File: src/rtl/mem_wb_reg.sv
// MEM/WB pipeline register.
// Captures the MEM-stage instruction into write-back registers. Sub-word loads
// are aligned and extended before capture, so WB_data is ready for the register
// file. Also keeps counts of retired instructions and bubbles.
module mem_wb_reg #(
  parameter int CNT_W = 32
) (
  input  logic             clk,
  input  logic             rst_n,
  input  logic             stall,
  input  logic             flush,
  input  logic             in_valid,
  input  logic             RegWrite,
  input  logic             MemToReg,
  input  logic [1:0]       LoadSize,
  input  logic             LoadSigned,
  input  logic [31:0]      alu_out,
  input  logic [31:0]      douta,
  input  logic [4:0]       RegMux,
  input  logic             cnt_clr,
  output logic             WB_valid,
  output logic             WB_RegWrite,
  output logic [4:0]       WB_RegMux,
  output logic [31:0]      WB_data,
  output logic [31:0]      MEM_WB_alu_out,
  output logic [CNT_W-1:0] retire_cnt,
  output logic [15:0]      bubble_cnt
);

  localparam logic [CNT_W-1:0] CNT_ONE = {{(CNT_W-1){1'b0}}, 1'b1};
  localparam logic [15:0]      BUB_MAX = 16'hFFFF;

  logic        capture;
  logic        wr_en;
  logic        bub_inc;
  logic [7:0]  ld_byte;
  logic [15:0] ld_half;
  logic [31:0] load_data;
  logic [31:0] wb_src;

  // A capture is a normal pipeline advance; flush overrides stall.
  assign capture = !flush && !stall;

  // Register 0 is hard-wired to zero, so a write to it is dropped here.
  assign wr_en = RegWrite && in_valid && (RegMux != 5'd0);

  // Every flush edge inserts a bubble, as does an advance of a non-valid slot.
  assign bub_inc = flush || (capture && !in_valid);

  // Load alignment: pick the addressed byte/halfword and extend it.
  always_comb begin
    ld_byte   = douta[7:0];
    ld_half   = douta[15:0];
    load_data = douta;
    case (alu_out[1:0])
      2'b00:   ld_byte = douta[7:0];
      2'b01:   ld_byte = douta[15:8];
      2'b10:   ld_byte = douta[23:16];
      default: ld_byte = douta[31:24];
    endcase
    // alu_out[0] is ignored for halfwords; misaligned access just truncates.
    ld_half = alu_out[1] ? douta[31:16] : douta[15:0];
    case (LoadSize)
      2'b00:   load_data = LoadSigned ? {{24{ld_byte[7]}}, ld_byte}
                                      : {24'd0, ld_byte};
      2'b01:   load_data = LoadSigned ? {{16{ld_half[15]}}, ld_half}
                                      : {16'd0, ld_half};
      default: load_data = douta;
    endcase
  end

  assign wb_src = MemToReg ? load_data : alu_out;

  // Pipeline register: flush loads a bubble, stall holds, otherwise capture.
  always_ff @(posedge clk or negedge rst_n) begin
    if (!rst_n) begin
      WB_valid       <= 1'b0;
      WB_RegWrite    <= 1'b0;
      WB_RegMux      <= 5'd0;
      WB_data        <= 32'd0;
      MEM_WB_alu_out <= 32'd0;
    end else if (flush) begin
      WB_valid       <= 1'b0;
      WB_RegWrite    <= 1'b0;
      WB_RegMux      <= 5'd0;
      WB_data        <= 32'd0;
      MEM_WB_alu_out <= 32'd0;
    end else if (!stall) begin
      WB_valid       <= in_valid;
      WB_RegWrite    <= wr_en;
      WB_RegMux      <= RegMux;
      WB_data        <= wb_src;
      MEM_WB_alu_out <= alu_out;
    end
  end

  // Retired-instruction counter; wraps naturally, clear wins over increment.
  always_ff @(posedge clk or negedge rst_n) begin
    if (!rst_n) begin
      retire_cnt <= '0;
    end else if (cnt_clr) begin
      retire_cnt <= '0;
    end else if (capture && in_valid) begin
      retire_cnt <= retire_cnt + CNT_ONE;
    end
  end

  // Bubble counter; saturates at all-ones, clear wins over increment.
  always_ff @(posedge clk or negedge rst_n) begin
    if (!rst_n) begin
      bubble_cnt <= 16'd0;
    end else if (cnt_clr) begin
      bubble_cnt <= 16'd0;
    end else if (bub_inc && (bubble_cnt != BUB_MAX)) begin
      bubble_cnt <= bubble_cnt + 16'd1;
    end
  end

endmodule

File: config.mk
export PLATFORM = sky130hd
export DESIGN_NAME = mem_wb_reg
export DESIGN_NICKNAME = d
export VERILOG_FILES = /design/src/rtl/mem_wb_reg.sv
export SDC_FILE = /design/constraint.sdc
export NUM_CORES = 1
export LEC_CHECK = 0
export BUFFER_PORTS_ARGS = -buffer_cell sky130_fd_sc_hd__buf_2
export CAP_MARGIN = 20
export CORE_UTILIZATION = 52
export CTS_CLUSTER_SIZE = 14
export DETAILED_ROUTE_END_ITERATION = 7
export PLACE_DENSITY_LB_ADDON = 0.15
export SYNTH_ARGS = -nofsm -noshare
export SYNTH_HDL_FRONTEND = slang
export SYNTH_SLANG_ARGS = --single-unit
File: constraint.sdc
create_clock -name clk -period 3.7 [get_ports clk]
set_clock_uncertainty 0.2 [all_clocks]
set_input_delay 0.74 -clock clk [delete_from_list [all_inputs] [get_ports clk]]
set_output_delay 0.74 -clock clk [all_outputs]
set_load 0.005 [all_outputs]
Yosys cells after proc, flatten, opt, wreduce, memory -nomap -nowiden
Cells that the tools add are included.
{ "totals": {"wordCells": 49, "input_bits": 80, "reg_bits": 119} }
{ "op_classes": {"n_reduce_logical": 15, "mux": 20, "n_eq_ne": 5, "add_sub_neg": 2} }
{ "ops": {"columns": ["cell", "count"], "rows": [
  ["$mux W32", 9],
  ["$pmux W32 S2", 1],
  ["$mux W16", 3],
  ["$add A32 B1 Y32 const B", 1],
  ["$pmux W8 S3", 1],
  ["$add A16 B1 Y16 const B", 1],
  ["$ne A16 B16 Y1 const B", 1],
  ["$mux W5", 2],
  ["$logic_and A1 B1 Y1", 6],
  ["$reduce_bool A5 Y1", 1],
  ["$eq A2 B1 Y1 const B", 2],
  ["$logic_not A2 Y1", 2],
  ["$mux W1", 4],
  ["$reduce_bool A2 Y1", 2],
  ["$logic_not A1 Y1", 3],
  ["$eq A2 B2 Y1 const B", 1],
  ["$ne A2 B1 Y1 const B", 1],
  ["$logic_or A1 B1 Y1", 1]
]} }

Longest topological paths before layout
{ "depth": {"depth_word": 7, "ltp_mapped": 7, "ltp_nobuf": 6} }

Worst setup path before layout
No wires, ideal clock.
{ "synth_path": {"kind": "input to register", "start": "input flush", "end": "register retire_cnt[28]", "path_stages": 7, "arrival_ns": 2.039, "path_buffers": 2, "required_ns": 3.368, "setup_slack_ns": 1.329, "cell_sequence": "buf_6 or3b_4 or2_1 buf_6 nor4_4 xnor2_1 nor2_1"} }
{ "synth_between": {"elab_chain_cells": 4} }
{ "synth_lines": {"columns": ["item", "line", "source"], "rows": [
  ["start: declaration", "11", "input logic flush,"],
  ["$logic_not A1 Y1", "42", "assign capture = !flush && !stall;"],
  ["$logic_and A1 B1 Y1", "42", null],
  ["$logic_and A1 B1 Y1", "103", "end else if (capture && in_valid) begin"],
  ["$reduce_bool A2 Y1 (no source line)", null, null],
  ["end signal: assignment", "104", "retire_cnt <= retire_cnt + CNT_ONE;"],
  ["end: declaration", "26", "output logic [CNT_W-1:0] retire_cnt,"]
]} }
Every way passes these cells.
A chain may end at the register's enable or synchronous reset.

Worst setup path after layout
{ "layout_path": {"start": "input stall", "end": "register WB_data[20]"} }
{ "layout_between": {"elab_chain_cells": 1} }
{ "layout_lines": {"columns": ["item", "line", "source"], "rows": [
  ["start: declaration", "10", "input logic stall,"],
  ["$ne A2 B1 Y1 (no source line)", null, null],
  ["end signal: assignment", "92", "WB_data <= wb_src;"],
  ["end: declaration", "24", "output logic [31:0] WB_data,"]
]} }
Every way passes these cells.

==> Implementation_results.wiki <==
{| class="wikitable"
! Metric !! Value
|-
| Drt drc || 0
|-
| Layout Area Growth over Synthesis || 27.8%
|-
| Top fanout value on the critical path || 23
|-
| Status || completed
|-
| Highest Signal Layer || met4
|-
| Cell types with the highest counts after synthesis || 119 x dfrtp_1, 93 x nor2_1, 63 x nand2_1
|-
| Most used DFF post-synth || dfrtp_1
|-
| Post-route setup TNS || 0 ns
|-
| CP startpoint || stall
|-
| CTS tree || done
|-
| Count of clock tree sinks || 119
|-
| Minimum setup slack among reg-to-reg paths || 1.31 ns
|-
| Tcrit/Tclk final || 68.4%
|-
| Type of element capturing the critical path || flip-flop
|-
| Count of distinct cell types in the synthesized netlist || 58
|-
| GRT overflow || 0
|-
| Combined area of all synthesized cells || 5980 um^2
|-
| Clock transition at the registers of the reported paths || 0.05 ns
|-
| Fraction of layout instances using a drive strength above 1 || 32.2%
|-
| Final Hold Vio Count || 0
|-
| Die extent in x || 109 um
|-
| DRT iter0 DRCs || 448
|-
| Initial standard-cell utilization of the core || 54.2%
|-
| Number of instances resized during post-cts repair || 0
|-
| Number of synthesized flops with an enable pin || 0
|-
| Global-route wire length before repair || 27.4 mm
|-
| Sequential-to-total area share from yosys stat || 49.8%
|-
| R2r worst-path depth || 5
|-
| Total of flip-flops plus latches after synthesis || 119
|-
| Critical path type || input pin to flip-flop
|-
| Peak ir drop on the vdd network || 0.261 mV
|-
| Top-count cell post-synth || dfrtp_1
|-
| Inserted Clock Buffers || 17
|-
| Async set or reset register ratio after synthesis || 100%
|-
| Post-Synthesis Cells || 599
|-
| Vias per inst || 5.76
|-
| Setup Viol. Count Final || 0
|-
| Max Slew Vio Count || 0
|-
| End of the worst register-to-register path || retire_cnt[25]
|-
| Buffers added on ports || 198
|-
| Placed Instances || 910
|-
| H-tree depth reported by CTS || 4
|-
| Total Wirelength || 17.7 mm
|-
| Met3 wire length || 1.34 mm
|-
| Worst Setup Start Kind || input pin
|-
| Setup repair after global routing missed its margin || false
|-
| Non-filler cells in the finished layout || 940
|-
| Die span in y || 109 um
|-
| Clk Tree Root Cell || clkbuf_16
|-
| Global routing usage summed across all routing layers || 30.7%
|-
| Area share of the leading cell type in the synthesized netlist || 49.8%
|-
| DR pass1 iterations || 6
|-
| Transition time of the tightest slew-check pin || 0.877 ns
|-
| Routability cong. || 0.885
|-
| IO Pins || 199
|-
| Metal1 wirelength || 7.21 mm
|-
| Pin count of the biggest net entering global routing || 67
|-
| Static Leak || 0.00396 uW
|-
| Detailed placer's ending HPWL || 12.7 mm
|-
| Routed wirelength normalized by instance count || 18.9 um
|-
| Post-route ant nets || 0
|-
| Capture point of the critical path || WB_data[20]
|-
| Maximum clock frequency || 395 MHz
|-
| Max-cap violations || 0
|-
| Die Area || 11900 um^2
|-
| Power per standard cell area || 432 nW/um^2
|-
| Antenna violations before repair || 1
|-
| Arrival time of data at the critical path endpoint || 2.62 ns
|-
| Cell Rows || 38
|-
| Worst reg2reg path startpoint || retire_cnt[4]
|-
| Number of nets produced by synthesis || 681
|-
| Total via count in the routed design || 5412
|-
| Shortest period the worst path allows || 2.53 ns
|-
| Nets || 871
|-
| Maximum count of clock buffers along a single path || 2
|-
| Insertion delay to the later sink of the worst-skew pair || 0.41 ns
|-
| Total setup buffers inserted after CTS || 0
|-
| Synth Warn # || 0
|-
| Met2 routed wirelength || 8.77 mm
|-
| Number of hold buffers added after CTS || 0
|-
| Library cell with the largest summed area after synthesis || dfrtp_1
|-
| Slew headroom || 41.5%
|-
| Area of the placeable core || 11000 um^2
|-
| Top area cells in the synthesized netlist || dfrtp_1 50%, mux2i_1 6.0%, nor2_1 5.8%
|-
| Vias in the first global route || 5289
|-
| Hold/Removal Path Class || input pin to async pin
|-
| Average size of a mapped cell || 9.98 um^2
|-
| Data required time of the critical path || 3.79 ns
|}
report_power, final:
group	internal (uW)	leakage, uW	total, uW	switching, uW
clock network	1020	0.000278	1560	544
registers	1360	0.00161	1390	33.8
logic	147	0.00207	351	204
total	2520	0.00396	3300	782
flip-flops by register name (all words and copies together) (netlist names):
register	count
WB_valid	1
bubble_cnt	16
WB_RegMux	5
WB_RegWrite	1
retire_cnt	32
WB_data	32
MEM_WB_alu_out	32
metrics by stage:
| step | hold slack (ns) | instance area (um^2) | total power, uW | setup slack, ns | util, % |
|---|---|---|---|---|---|
| floorplan | 0.244 | 5980 | 1570 | 1.33 | - |
| global placement | 0.262 | 7080 | 1750 | 0.779 | 64.2 |
| detailed placement | 0.265 | 7080 | 1760 | 0.783 | 64.2 |
| CTS | 0.277 | 7640 | 3320 | 1.16 | 69.2 |
| global route | 0.307 | 7640 | 3420 | 1.07 | 69.2 |
| finish | 0.252 | 7640 | 3300 | 1.17 | 69.2 |
worst min-delay path by stage:
stage	start	to	slack (ns)	depth (start not counted)
floorplan	rst_n	MEM_WB_alu_out[0]	0.24	0
global placement	WB_data[15]	WB_data[15]	0.26	1
detailed placement	WB_data[15]	WB_data[15]	0.27	1
CTS	rst_n	WB_data[0]	0.28	1
global route	rst_n	MEM_WB_alu_out[11]	0.31	1
finish	rst_n	MEM_WB_alu_out[11]	0.25	1
placed cells by master, fill, tap and decap left out, types with 3 or more instances in the layout:
master / netlist / final
nand3b_1: 4 / 4
a21oi_1: 18 / 18
clkbuf_16: 0 / 17
nand3_1: 22 / 22
and2_1: 3 / 3
o21ai_0: 8 / 8
mux2i_1: 36 / 36
nor2_1: 93 / 93
inv_1: 14 / 14
nor3_1: 12 / 11
mux2_2: 6 / 6
clkbuf_1: 24 / 3
nand2b_1: 4 / 4
a31oi_1: 6 / 6
buf_4: 0 / 10
a222oi_1: 16 / 16
o21a_1: 4 / 4
xnor2_1: 29 / 29
dfrtp_1: 119 / 119
a22o_1: 4 / 4
nand2_1: 63 / 63
and4_1: 6 / 6
nor2b_1: 7 / 6
xor2_1: 13 / 13
o21bai_1: 3 / 3
nor4_1: 7 / 7
a221oi_1: 7 / 7
nand4_1: 11 / 11
buf_2: 7 / 197
a221o_1: 7 / 7
clkbuf_8: 0 / 6
and3_1: 5 / 5
cells by family (layout without fill, tap and decap cells):
group           after synthesis  after routing  share of synthesized area (%)
other cells                   0              1                              0
fa+ha+maj                     2              2                          0.419
flops                       119            119                           49.8
simple gates                249            249                           20.1
mux                          43             43                           7.54
compound gates               93             93                           12.3
xor+xnor                     42             42                           6.16
buf+inv                      51            251                           3.60
cell type report:
| class | count | area (um^2) |
|---|---|---|
| timing repair buffer | 208 | 1080 |
| fill | 868 | 3390 |
| clock inverter | 3 | 40.0 |
| sequential | 119 | 2980 |
| clock buffer | 26 | 519 |
| antenna | 1 | 2.50 |
| tap | 140 | 175 |
| multi-input combinational | 429 | 2790 |
| inverter | 14 | 52.6 |
worst max-delay path, cell delays in order:
cell and delay [ns]:
buf_2 0.52, nor2_1 0.30, and3_1 0.49, a222oi_1 0.46, nand2_1 0.10
layer usage:
layer	vias to the layer above	GRT usage, %
li1	2516	-
met1	2629	38.7
met2	234	50.8
met3	33	7.41
met4	0	12.1
met5	-	0
Note: power is estimated with default switching activity, not from simulation.
